**src/rtl/otter_intr_pkg.sv**
```systemverilog
// ============================================================================
// Module      : otter_intr_pkg
// Description : Shared types and constants for the external interrupt block.
// Revision    : 1.0 - initial release
// ============================================================================
`default_nettype none

package otter_intr_pkg;

  typedef enum logic [1:0] {
    ST_IDLE         = 2'd0,
    ST_PEND         = 2'd1,
    ST_HANDLER      = 2'd2,
    ST_HANDLER_PEND = 2'd3
  } intr_state_e;

  localparam logic [11:0] CSR_MSTATUS = 12'h300;
  localparam logic [11:0] CSR_MTVEC   = 12'h305;
  localparam logic [11:0] CSR_MEPC    = 12'h341;
  localparam logic [11:0] CSR_MCAUSE  = 12'h342;

  localparam logic [31:0] MCAUSE_EXT_INTR = 32'h8000_000B;

  localparam int MSTATUS_MIE_BIT  = 3;
  localparam int MSTATUS_MPIE_BIT = 7;

endpackage

`default_nettype wire

```
**src/rtl/intr_sync.sv**
```systemverilog
// ============================================================================
// Module      : intr_sync
// Description : Two-flop synchronizer followed by a rising-edge detector.
// Revision    : 1.0 - initial release
// ============================================================================
`default_nettype none

module intr_sync (
  input  logic clk,
  input  logic RST_N,
  input  logic async_in,
  output logic edge_out
);

  logic       r_sync1;
  logic       r_sync2;
  logic       r_prev;
  logic [1:0] r_warm;

  always_ff @(posedge clk) begin
    if (!RST_N) begin
      r_sync1 <= 1'b0;
      r_sync2 <= 1'b0;
      r_prev  <= 1'b0;
      r_warm  <= 2'd0;
    end else begin
      r_sync1 <= async_in;
      r_sync2 <= r_sync1;
      r_prev  <= r_sync2;
      if (r_warm != 2'd3) begin
        r_warm <= r_warm + 2'd1;
      end
    end
  end

  // Edges only count once r_prev holds a real sample, so a line already
  // high at reset release is not mistaken for a new request.
  assign edge_out = r_sync2 & ~r_prev & (r_warm == 2'd3);

endmodule

`default_nettype wire

```
**src/rtl/intr_ctrl.sv**
```systemverilog
// ============================================================================
// Module      : intr_ctrl
// Description : Single-source external interrupt controller with M-mode CSRs.
// Revision    : 1.0 - initial release
// ============================================================================
`default_nettype none

module intr_ctrl
  import otter_intr_pkg::*;
(
  input  logic        clk,
  input  logic        RST_N,
  input  logic        irq_async,
  input  logic        instr_boundary,
  input  logic [31:0] pc_next,
  input  logic        csr_we,
  input  logic [11:0] csr_addr,
  input  logic [31:0] csr_wdata,
  input  logic        mret,
  output logic        INTR,
  output logic [31:0] csr_rdata,
  output logic [31:0] mtvec,
  output logic [31:0] mepc,
  output logic        irq_pending
);

  intr_state_e r_state;
  intr_state_e w_state_nxt;

  logic        r_mie;
  logic        r_mpie;
  logic [31:0] r_mtvec;
  logic [31:0] r_mepc;

  logic        w_edge;
  logic        w_wr_mstatus;
  logic        w_wr_mtvec;
  logic        w_wr_mepc;
  logic        w_clr_mie;
  logic        w_take;

  intr_sync u_sync (
    .clk      (clk),
    .RST_N    (RST_N),
    .async_in (irq_async),
    .edge_out (w_edge)
  );

  assign w_wr_mstatus = csr_we && (csr_addr == CSR_MSTATUS);
  assign w_wr_mtvec   = csr_we && (csr_addr == CSR_MTVEC);
  assign w_wr_mepc    = csr_we && (csr_addr == CSR_MEPC);
  assign w_clr_mie    = w_wr_mstatus && !csr_wdata[MSTATUS_MIE_BIT];

  assign w_take = (r_state == ST_PEND) && r_mie && instr_boundary && !w_clr_mie;

  assign INTR        = RST_N && w_take;
  assign irq_pending = RST_N && ((r_state == ST_PEND) || (r_state == ST_HANDLER_PEND));

  always_ff @(posedge clk) begin
    if (!RST_N) begin
      r_state <= ST_IDLE;
    end else begin
      r_state <= w_state_nxt;
    end
  end

  always_comb begin
    w_state_nxt = r_state;
    case (r_state)
      ST_IDLE: begin
        if (w_edge) w_state_nxt = ST_PEND;
      end
      ST_PEND: begin
        if (w_take) w_state_nxt = w_edge ? ST_HANDLER_PEND : ST_HANDLER;
      end
      ST_HANDLER: begin
        // A return coinciding with a new edge keeps the request alive.
        if (mret)        w_state_nxt = w_edge ? ST_PEND : ST_IDLE;
        else if (w_edge) w_state_nxt = ST_HANDLER_PEND;
      end
      ST_HANDLER_PEND: begin
        if (mret) w_state_nxt = ST_PEND;
      end
      default: w_state_nxt = ST_IDLE;
    endcase
  end

  always_ff @(posedge clk) begin
    if (!RST_N) begin
      r_mie   <= 1'b0;
      r_mpie  <= 1'b0;
      r_mtvec <= 32'd0;
      r_mepc  <= 32'd0;
    end else begin
      if (w_take) begin
        r_mepc <= pc_next & 32'hFFFF_FFFC;
        r_mpie <= r_mie;
        r_mie  <= 1'b0;
      end else begin
        if (mret) begin
          r_mie  <= r_mpie;
          r_mpie <= 1'b1;
        end else if (w_wr_mstatus) begin
          r_mie  <= csr_wdata[MSTATUS_MIE_BIT];
          r_mpie <= csr_wdata[MSTATUS_MPIE_BIT];
        end
        if (w_wr_mepc) begin
          r_mepc <= csr_wdata & 32'hFFFF_FFFC;
        end
      end
      if (w_wr_mtvec) begin
        r_mtvec <= csr_wdata & 32'hFFFF_FFFC;
      end
    end
  end

  always_comb begin
    csr_rdata = 32'd0;
    case (csr_addr)
      CSR_MSTATUS: begin
        csr_rdata[MSTATUS_MIE_BIT]  = r_mie;
        csr_rdata[MSTATUS_MPIE_BIT] = r_mpie;
      end
      CSR_MTVEC:  csr_rdata = r_mtvec;
      CSR_MEPC:   csr_rdata = r_mepc;
      CSR_MCAUSE: csr_rdata = MCAUSE_EXT_INTR;
      default:    csr_rdata = 32'd0;
    endcase
  end

  assign mtvec = r_mtvec;
  assign mepc  = r_mepc;

endmodule

`default_nettype wire

```
**config.mk**
```make
export PLATFORM = sky130hd
export DESIGN_NAME = intr_ctrl
export DESIGN_NICKNAME = d
export VERILOG_FILES = /design/src/rtl/otter_intr_pkg.sv /design/src/rtl/intr_sync.sv /design/src/rtl/intr_ctrl.sv
export SDC_FILE = /design/constraint.sdc
export NUM_CORES = 1
export LEC_CHECK = 0
export CELL_PAD_IN_SITES_DETAIL_PLACEMENT = 1
export CELL_PAD_IN_SITES_GLOBAL_PLACEMENT = 2
export CORE_MARGIN = 4
export CORE_UTILIZATION = 31
export CTS_CLUSTER_DIAMETER = 100
export DETAILED_ROUTE_END_ITERATION = 8
export DONT_BUFFER_PORTS = 1
export PLACE_DENSITY_LB_ADDON = 0.1
export SLEW_MARGIN = 5
export SYNTH_ARGS = -nofsm -noshare
export SYNTH_HDL_FRONTEND = slang
export SYNTH_SLANG_ARGS = --single-unit
```
**constraint.sdc**
```tcl
create_clock -name clk -period 1.9 [get_ports clk]
set_clock_uncertainty 0.2 [all_clocks]
set_input_delay 0.095 -clock clk [delete_from_list [all_inputs] [get_ports clk]]
set_output_delay 0.095 -clock clk [all_outputs]
set_load 0.01 [all_outputs]
```
Word level (Yosys, flattened, before mapping)
Index checks and enable logic that the tools add are counted.
Storage, ports and cells
  input bits: 82
  output and inout bits: 98
  word-level logic and storage cells: 65
  register bits: 69
Cells by class
  eq/ne operators: 13
  $add $sub $neg: 1
  reductions and logical operators: 18
  bitwise gates (word level): 4
  muxes and demuxes: 20
Operator list (number)
  $pmux 24 s3: 1
  $mux 32: 2
  $eq 12x10->1 const B: 4
  $mux 2: 5
  $logic_and 1x1->1: 9
  $pmux 3 s3: 1
  $ne 2x2->1 const B: 4
  $pmux 2 s4: 1
  $mux 1: 7
  $eq 2x2->1 const B: 3
  $pmux 3 s2: 1
  $pmux 1 s4: 1
  $reduce_and 4->1: 1
  $reduce_bool 2->1: 2
  $ne 3x3->1 const B: 1
  $pmux 1 s3: 1
  $reduce_bool 3->1: 1
  $add 2x1->2 const B: 1
  $and 1x1->1: 2
  $eq 2x1->1 const B: 1
  $logic_not 1->1: 2
  $logic_not 2->1: 1
  $not 1->1: 2
  $reduce_or 2->1: 1
  $logic_or 1x1->1: 1

Logic depth before layout (Yosys ltp)
Gate-level depths: netlist of the first run.
  depth after elaboration: 7
  depth in mapped cells: 7
  mapped depth without buffers: 6

By module
From an unflattened synthesis of the first run, not the netlist that was laid out.
Unflattened totals
  cells, all modules: 383
  area total of the unflattened synthesis: 3323.2 um2
By module, submodules not included
  intr_ctrl: area each 3153.0 um2, cells an instance 368, instances 1, sequential area each 1281.2 um2
  intr_sync: area each 170.2 um2, cells an instance 15, instances 1, sequential area each 100.1 um2

Worst setup path before layout of the first run
Ideal clock, no wire load.
  path kind: register to output
  start: register r_state[1]
  end: output port INTR
  cell stages (with the launch flop): 8
  data arrival time: 1.470 ns
  required time: 1.605 ns
  slack: 0.135 ns
  path buffers: 2
  cell sequence: dfxtp_1 inv_1 ha_1 nand3_1 or2_1 buf_2 buf_6 nor2_1
Between the ends
  word-level cells in the longest chain between the ends: 5
Ends and longest elaborated chain
  start: declaration: line intr_ctrl.sv:27  | intr_state_e r_state;
  start signal: assignment: line intr_ctrl.sv:63  | r_state <= w_state_nxt;
  $eq 2x1->1: line intr_ctrl.sv:54  | assign w_take = (r_state == ST_PEND) && r_mie && instr_boundary && !w_clr_mie;
  $logic_and 1x1->1 (3 in series): line intr_ctrl.sv:54
  $logic_and 1x1->1: line intr_ctrl.sv:56  | assign INTR = RST_N && w_take;
  end: declaration: line intr_ctrl.sv:20  | output logic INTR,
No other way between the ends.

Worst setup path in the final report of the first run
Ends and elaborated chain as after synthesis.

==> results of run 1 <==
[timing repair]
action | 4_1_cts | 5_1_grt
hold endpoints to repair | 69 | 0
endpoints found under the setup margin | 1 | 1
buffers inserted | 0 | 0
pin swaps | 1 | 1
resized for setup | 10 | 2
hold buffers | 65 | 0
gates cloned | 0 | 0
[area by class of cell]
| class | instances | area [um2] |
|---|---|---|
| tap | 140 | 175 |
| timing repair buffer | 92 | 941 |
| multi-input combinational | 312 | 1950 |
| clock buffer | 10 | 229 |
| sequential | 69 | 1380 |
| clock inverter | 5 | 52.6 |
| inverter | 5 | 18.8 |
| fill | 1310 | 6280 |
[worst min path at each step]
stage,start,to,slack (ns),cells after the start
final,csr_addr[1],r_state[1],0.02,4
after global routing,csr_addr[1],r_mpie,0.04,4
after CTS,csr_addr[1],r_mpie,0.002,4
after detailed placement,RST_N,u_sync.r_sync2,0.02,1
after global placement,RST_N,u_sync.r_sync2,0.02,1
after floorplan,RST_N,u_sync.r_sync1,0.02,1
[worst reg2reg max path, cell delays in order (launching register included)]
cell,delay (ns)
dfxtp_2,0.34
inv_2,0.07
ha_4,0.14
nand3_4,0.09
or2_4,0.26
buf_4,0.23
a311oi_1,0.27
[placed cells by master (no fill, tap or decap), types with 2 or more instances in the layout]
| master | Yosys | layout |
|---|---|---|
| and3_1 | 2 | 2 |
| nor2b_1 | 3 | 3 |
| a31oi_1 | 2 | 2 |
| a21oi_1 | 35 | 35 |
| nand2_1 | 123 | 123 |
| dfxtp_2 | 0 | 2 |
| nor3b_1 | 3 | 3 |
| a311oi_1 | 10 | 10 |
| and4bb_2 | 2 | 2 |
| clkbuf_16 | 0 | 9 |
| nand4_1 | 4 | 4 |
| nor2_1 | 8 | 7 |
| buf_4 | 8 | 20 |
| nor4b_2 | 2 | 2 |
| conb_1 | 1 | 4 |
| dfxtp_1 | 69 | 67 |
| nor3_1 | 29 | 29 |
| and4_1 | 3 | 3 |
| nand2b_1 | 2 | 2 |
| clkinv_2 | 0 | 3 |
| mux2i_1 | 5 | 5 |
| dlygate4sd3_1 | 0 | 65 |
| and2_1 | 3 | 3 |
| o21ai_0 | 2 | 2 |
| a22o_1 | 27 | 27 |
| inv_2 | 0 | 2 |
| inv_1 | 5 | 3 |
| ha_1 | 5 | 4 |
| a311oi_2 | 19 | 19 |
| buf_12 | 0 | 7 |
[power groups by stage]
stage / Combinational (mW) / Sequential [mW] / Clock [mW]
5_1_grt: 0.456 / 1.57 / 1.73
2_1_floorplan: 0.215 / 1.57 / 0
6_report: 0.413 / 1.56 / 1.62
3_5_place_dp: 0.274 / 1.59 / 0
3_3_place_gp: 0.264 / 1.59 / 0
4_1_cts: 0.416 / 1.56 / 1.68
[cell families (layout without fill, tap and decap cells)]
kind of cell    after synthesis  after routing  share of synthesized area, %
flops                        69             69                          38.8
compound gates              103            103                          24.6
buf+inv                      48            112                          7.67
fa+ha+maj                     5              5                          1.76
other cells                   1              4                         0.105
xor+xnor                      1              1                         0.246
simple gates                194            194                          25.4
mux                           5              5                          1.41
[metal layers]
| metal | share of wire [%] | GRT usage [%] | up-vias |
|---|---|---|---|
| met5 | 0 | 0 | - |
| met4 | 0.93 | 4.85 | 0 |
| met3 | 6.5 | 4.95 | 11 |
| met2 | 50 | 34.1 | 118 |
| met1 | 43 | 23.6 | 1680 |
| li1 | - | - | 1634 |
[metrics by stage]
step,total power [mW],util [%],hold WS (ns),cell area (um2),std cells
after floorplan,1.79,-,0.0167,3570,429
after global placement,1.85,34.2,0.0216,3770,553
after detailed placement,1.86,34.2,0.0230,3770,553
after CTS,3.66,43.0,0.00224,4740,633
after global routing,3.76,43.1,0.0378,4750,633
final,3.60,43.1,0.0162,4750,633
[Yosys cell counts (4+ instances only)]
cell type    n  area (um2)
nand4_1      4        25.0
a21oi_1     35         175
buf_2       11        55.1
buf_6        5        56.3
nor2_1       8        30.0
clkbuf_1    17        63.8
dfxtp_1     69        1380
a22o_1      27         236
a311oi_1    10        87.6
ha_1         5        62.6
buf_4        8        60.1
nor3_1      29         145
inv_1        5        18.8
nand2_1    123         462
mux2i_1      5        50.1
a311oi_2    19         285
[flip-flops by register name, summed over array words and instances (netlist names)]
| name | count |
|---|---|
| r_mpie | 1 |
| r_state | 2 |
| mtvec | 30 |
| u_sync.r_warm | 2 |
| u_sync.r_sync2 | 1 |
| r_mie | 1 |
| mepc | 30 |
| u_sync.r_sync1 | 1 |
| u_sync.r_prev | 1 |
==> results.sh, run 1 <==
export IMPL_clk_latency_ns=0.33
export IMPL_drv_slew=0
export IMPL_antenna_found_initial=0
export IMPL_max_vdd_ir_drop_v=0.000424
export IMPL_rrSetupSlack_ns=0.20
export IMPL_grt_start_max_net_pins=38
export IMPL_cp_depth=6
export IMPL_power_internal_mw=2.72
export IMPL_ys_seq_area_share_pct=38.8
export IMPL_ant_nets=0
export IMPL_r2r_end="mepc[10]"
export IMPL_period_share_pct=94.5
export IMPL_hold_path_class="in2reg"
export IMPL_dp_hpwl_um=9020
export IMPL_wirelength_um=13100
export IMPL_htreeDepth=3
export IMPL_timing_rr_start="r_state[1]"
export IMPL_synth_edff_count=0
export IMPL_comb_power_share_pct=11.5
export IMPL_path_clk_slew_ns=0.06
export IMPL_rsz0062_at_grt="false"
export IMPL_cp_cell_sequence="inv_2, ha_4, nand3_4, or2_4, buf_12, nor2_4"
export IMPL_hold_viol=0
export IMPL_cap_violations=0
export IMPL_slowest_delay_ns=0.34
export IMPL_layout_setup_ws_ns=0.104
export IMPL_path_class="reg2out"
export IMPL_leakagePower_nw=1.61
export IMPL_worstPathMaxFanout=14
export IMPL_dieArea_um2=13300
export IMPL_start_kind="flop"
export IMPL_crit_path_start="r_state[1]"
export IMPL_grt_pass1_vias=3781
export IMPL_route_detailed_drc=0
export IMPL_die_w_um=115
export IMPL_grt_usage_pct=19.4
export IMPL_status="completed"
export IMPL_synth_distinct_cells=47
export IMPL_io_pins=180
export IMPL_cts_path_max_buffers=2
export IMPL_cp_arrival_ns=1.50
export IMPL_cp_end_kind="output port"
export IMPL_routedWlPerCell_um=20.6
export IMPL_required_ns=1.60
export IMPL_cts_tree="built"
export IMPL_clk_root_buffer_cell="clkbuf_16"
export IMPL_drtIter0Drc=198
export IMPL_fmax_ghz=0.557
export IMPL_setup_tns_ns=0
export IMPL_seq_power_share_pct=43.4
export IMPL_ys_async_sr_fraction_pct=0
export IMPL_yosysWarnings=0
export IMPL_die_y_um=115
export IMPL_coreArea_um2=11000
export IMPL_tightest_slew_ns=0.586
export IMPL_start_util_pct=32.2
export IMPL_io_buffer_count=0
export IMPL_switching_share_pct=24.4
export IMPL_p_switching_uw=878
export IMPL_dpl_worst_slack_ns=0.0548
export IMPL_post_drt_via_cell_ratio=5.44
export IMPL_relSlewSlack_pct=60.4
export IMPL_areaGrowthSynthToFinish_pct=33.5
export IMPL_fin_crit_ns=1.80
export IMPL_fin_nets=576
export IMPL_endpoint="INTR"
export IMPL_drive_above_1_share_pct=15.2
export IMPL_antenna_cells=0
export IMPL_critical_path_buf_inv_count=2
export IMPL_power_density_nw_per_um2=758
export IMPL_synth_seq_cells=69
export IMPL_synth_ff_type="dfxtp_1"
export IMPL_synthCells=426
export IMPL_setup_viol=0
export IMPL_cts_made_buffers=9
export IMPL_rows=38
export IMPL_routabilityCongestion=0.762
export IMPL_first_pass_iters=4
export IMPL_grt_pass1_wl_um=20200
export IMPL_cts_sinks=69
export IMPL_crit_path_top_delay_cell="dfxtp_2"
export IMPL_clkPwrFrac_pct=45.1
export IMPL_path_delay_family="simple AND/OR/NAND/NOR gates"
export IMPL_vias=3443
export IMPL_syn_avg_cell_area_um2=8.35
export IMPL_syn_area_um2=3560
export IMPL_overflow=0
export IMPL_r2r_cells=6
Power figures use the tool's default switching activity.
==> inputs of run 2 (changes only) <==
ABC_CLOCK_PERIOD_IN_PS = 1900   (was not set)
MAX_ROUTING_LAYER = met4   (was not set)
SLEW_MARGIN = not set   (was 5)
==> run 2 against run 1 <==
Net effect:
- register-to-register slack barely moved
- die area is the same
- hold slack got worse by 0.0019 ns
- combinational power is essentially flat
- utilization unchanged
- routed wire length hardly changed
- setup slack worse by 0.0024 ns
- critical path depth unchanged
- fmax shrank 0.13%
- cell count unchanged
- sequential cell count did not move
==> results.sh, run 2 (synthesis gave the netlist of run 1 again) <==
export IMPL_status="completed"
export IMPL_post_drt_via_cell_ratio=5.43
export IMPL_cts_path_max_buffers=2
export IMPL_power_mw=3.60
export IMPL_r2r_cells=6
export IMPL_overflow=0
export IMPL_path_clk_slew_ns=0.06
export IMPL_hold_viol=0
export IMPL_clkPwrFrac_pct=45.2
export IMPL_fin_util_pct=43.1
export IMPL_top_layer="met4"
export IMPL_drv_slew=0
export IMPL_start_kind="flop"
export IMPL_clk_root_buffer_cell="clkbuf_16"
export IMPL_leakagePower_nw=1.61
export IMPL_antenna_found_initial=0
export IMPL_first_pass_iters=4
export IMPL_wirelength_um=13100
export IMPL_power_density_nw_per_um2=758
export IMPL_grt_pass1_wl_um=20200
export IMPL_tightest_slew_ns=0.586
export IMPL_cts_tree="built"
export IMPL_die_y_um=115
export IMPL_cts_setup_buffers=0
export IMPL_vias=3435
export IMPL_max_vdd_ir_drop_v=0.000423
export IMPL_routedWlPerCell_um=20.7
export IMPL_timing_rr_start="r_state[1]"
export IMPL_cts_made_buffers=9
export IMPL_fmax_ghz=0.556
export IMPL_setup_tns_ns=0
export IMPL_clk_latency_ns=0.33
export IMPL_p_switching_uw=881
export IMPL_r2r_end="mepc[10]"
export IMPL_grt_pass1_vias=3775
export IMPL_power_internal_mw=2.72
export IMPL_seq_power_share_pct=43.4
export IMPL_cap_violations=0
export IMPL_wl_met3_um=824
export IMPL_final_common_cell="nand2_1"
export IMPL_layout_common_cells="nand2_1 (123), dfxtp_1 (67), dlygate4sd3_1 (65)"
export IMPL_coreArea_um2=11000
export IMPL_rrSetupSlack_ns=0.20
export IMPL_areaGrowthSynthToFinish_pct=33.5
export IMPL_drive_above_1_share_pct=15.2
export IMPL_fin_nets=576
export IMPL_crit_path_start="r_state[1]"
export IMPL_dieArea_um2=13300
export IMPL_comb_power_share_pct=11.5
export IMPL_rows=38
export IMPL_die_w_um=115
export IMPL_met1_length_um=5640
export IMPL_io_pins=180
export IMPL_grt_usage_pct=20.0
export IMPL_route_detailed_drc=0
export IMPL_ant_nets=0
export IMPL_switching_share_pct=24.5
export IMPL_htreeDepth=3
export IMPL_fin_crit_ns=1.80
export IMPL_period_share_pct=94.7
export IMPL_dp_hpwl_um=9020
export IMPL_worstPathMaxFanout=14
export IMPL_required_ns=1.60
export IMPL_wl_met2_um=6490
export IMPL_antenna_cells=0
export IMPL_path_class="reg2out"
export IMPL_rsz0062_at_grt="false"
export IMPL_io_buffer_count=0
export IMPL_start_util_pct=32.2
export IMPL_routabilityCongestion=0.772
export IMPL_endpoint="INTR"
export IMPL_hold_path_class="in2reg"
export IMPL_cts_sinks=69
export IMPL_drtIter0Drc=193
export IMPL_cp_arrival_ns=1.50
export IMPL_grt_start_max_net_pins=38
export IMPL_cp_end_kind="output port"
export IMPL_relSlewSlack_pct=60.4
export IMPL_setup_viol=0
## run 2: power groups by stage
stage               combinational (mW)  clock (mW)  sequential, mW
global route                     0.456        1.74            1.57
floorplan                        0.215           0            1.57
CTS                              0.416        1.68            1.56
finish                           0.413        1.63            1.56
detailed placement               0.274           0            1.59
global placement                 0.264           0            1.59
## run 2: how the worst min path moves through the flow
| stage | start | end | slack (ns) | cells after the start |
|---|---|---|---|---|
| after floorplan | RST_N | u_sync.r_sync1 | 0.02 | 1 |
| after global placement | RST_N | u_sync.r_sync2 | 0.02 | 1 |
| after detailed placement | RST_N | u_sync.r_sync2 | 0.02 | 1 |
| after CTS | csr_addr[1] | r_mpie | 0.002 | 4 |
| after global routing | csr_addr[1] | r_mpie | 0.04 | 4 |
| final | csr_addr[1] | r_state[1] | 0.01 | 4 |
## run 2: cell type report
class / count / area (um2)
multi-input cells: 312 / 1950
inverters: 5 / 18.8
clock inverters: 5 / 52.6
fillers: 1310 / 6280
repair buffers: 92 / 941
flip-flops and latches: 69 / 1380
clock buffers: 10 / 229
well taps: 140 / 175
## run 2: critical path, stage by stage, from the launching register on
cell and delay [ns]:
dfxtp_2 0.34, inv_2 0.07, ha_4 0.14, nand3_4 0.09, or2_4 0.26, buf_12 0.16
nor2_4 0.11
## run 2: layer usage
metal  up-vias  global-route usage (%)
li1       1634                       -
met1      1679                    23.8
met2       110                    34.0
met3        12                    4.84
met4         0                    4.85
met5         -                       -
## run 2: repair_timing
item / CTS / global route
endpoints found under the setup margin: 1 / 1
hold buffers: 65 / 0
pin swaps: 1 / 1
resized for setup: 10 / 2
hold endpoints to repair: 69 / 0
## run 2: metrics by stage
stage	instance area, um2	cells	hold slack (ns)	worst slack [ns]
6_report	4750	633	0.0143	0.102
5_1_grt	4750	633	0.0378	0.0181
4_1_cts	4740	633	0.00224	0.0264
3_5_place_dp	3770	553	0.0230	0.0548
3_3_place_gp	3770	553	0.0216	0.127
2_1_floorplan	3570	429	0.0167	0.135
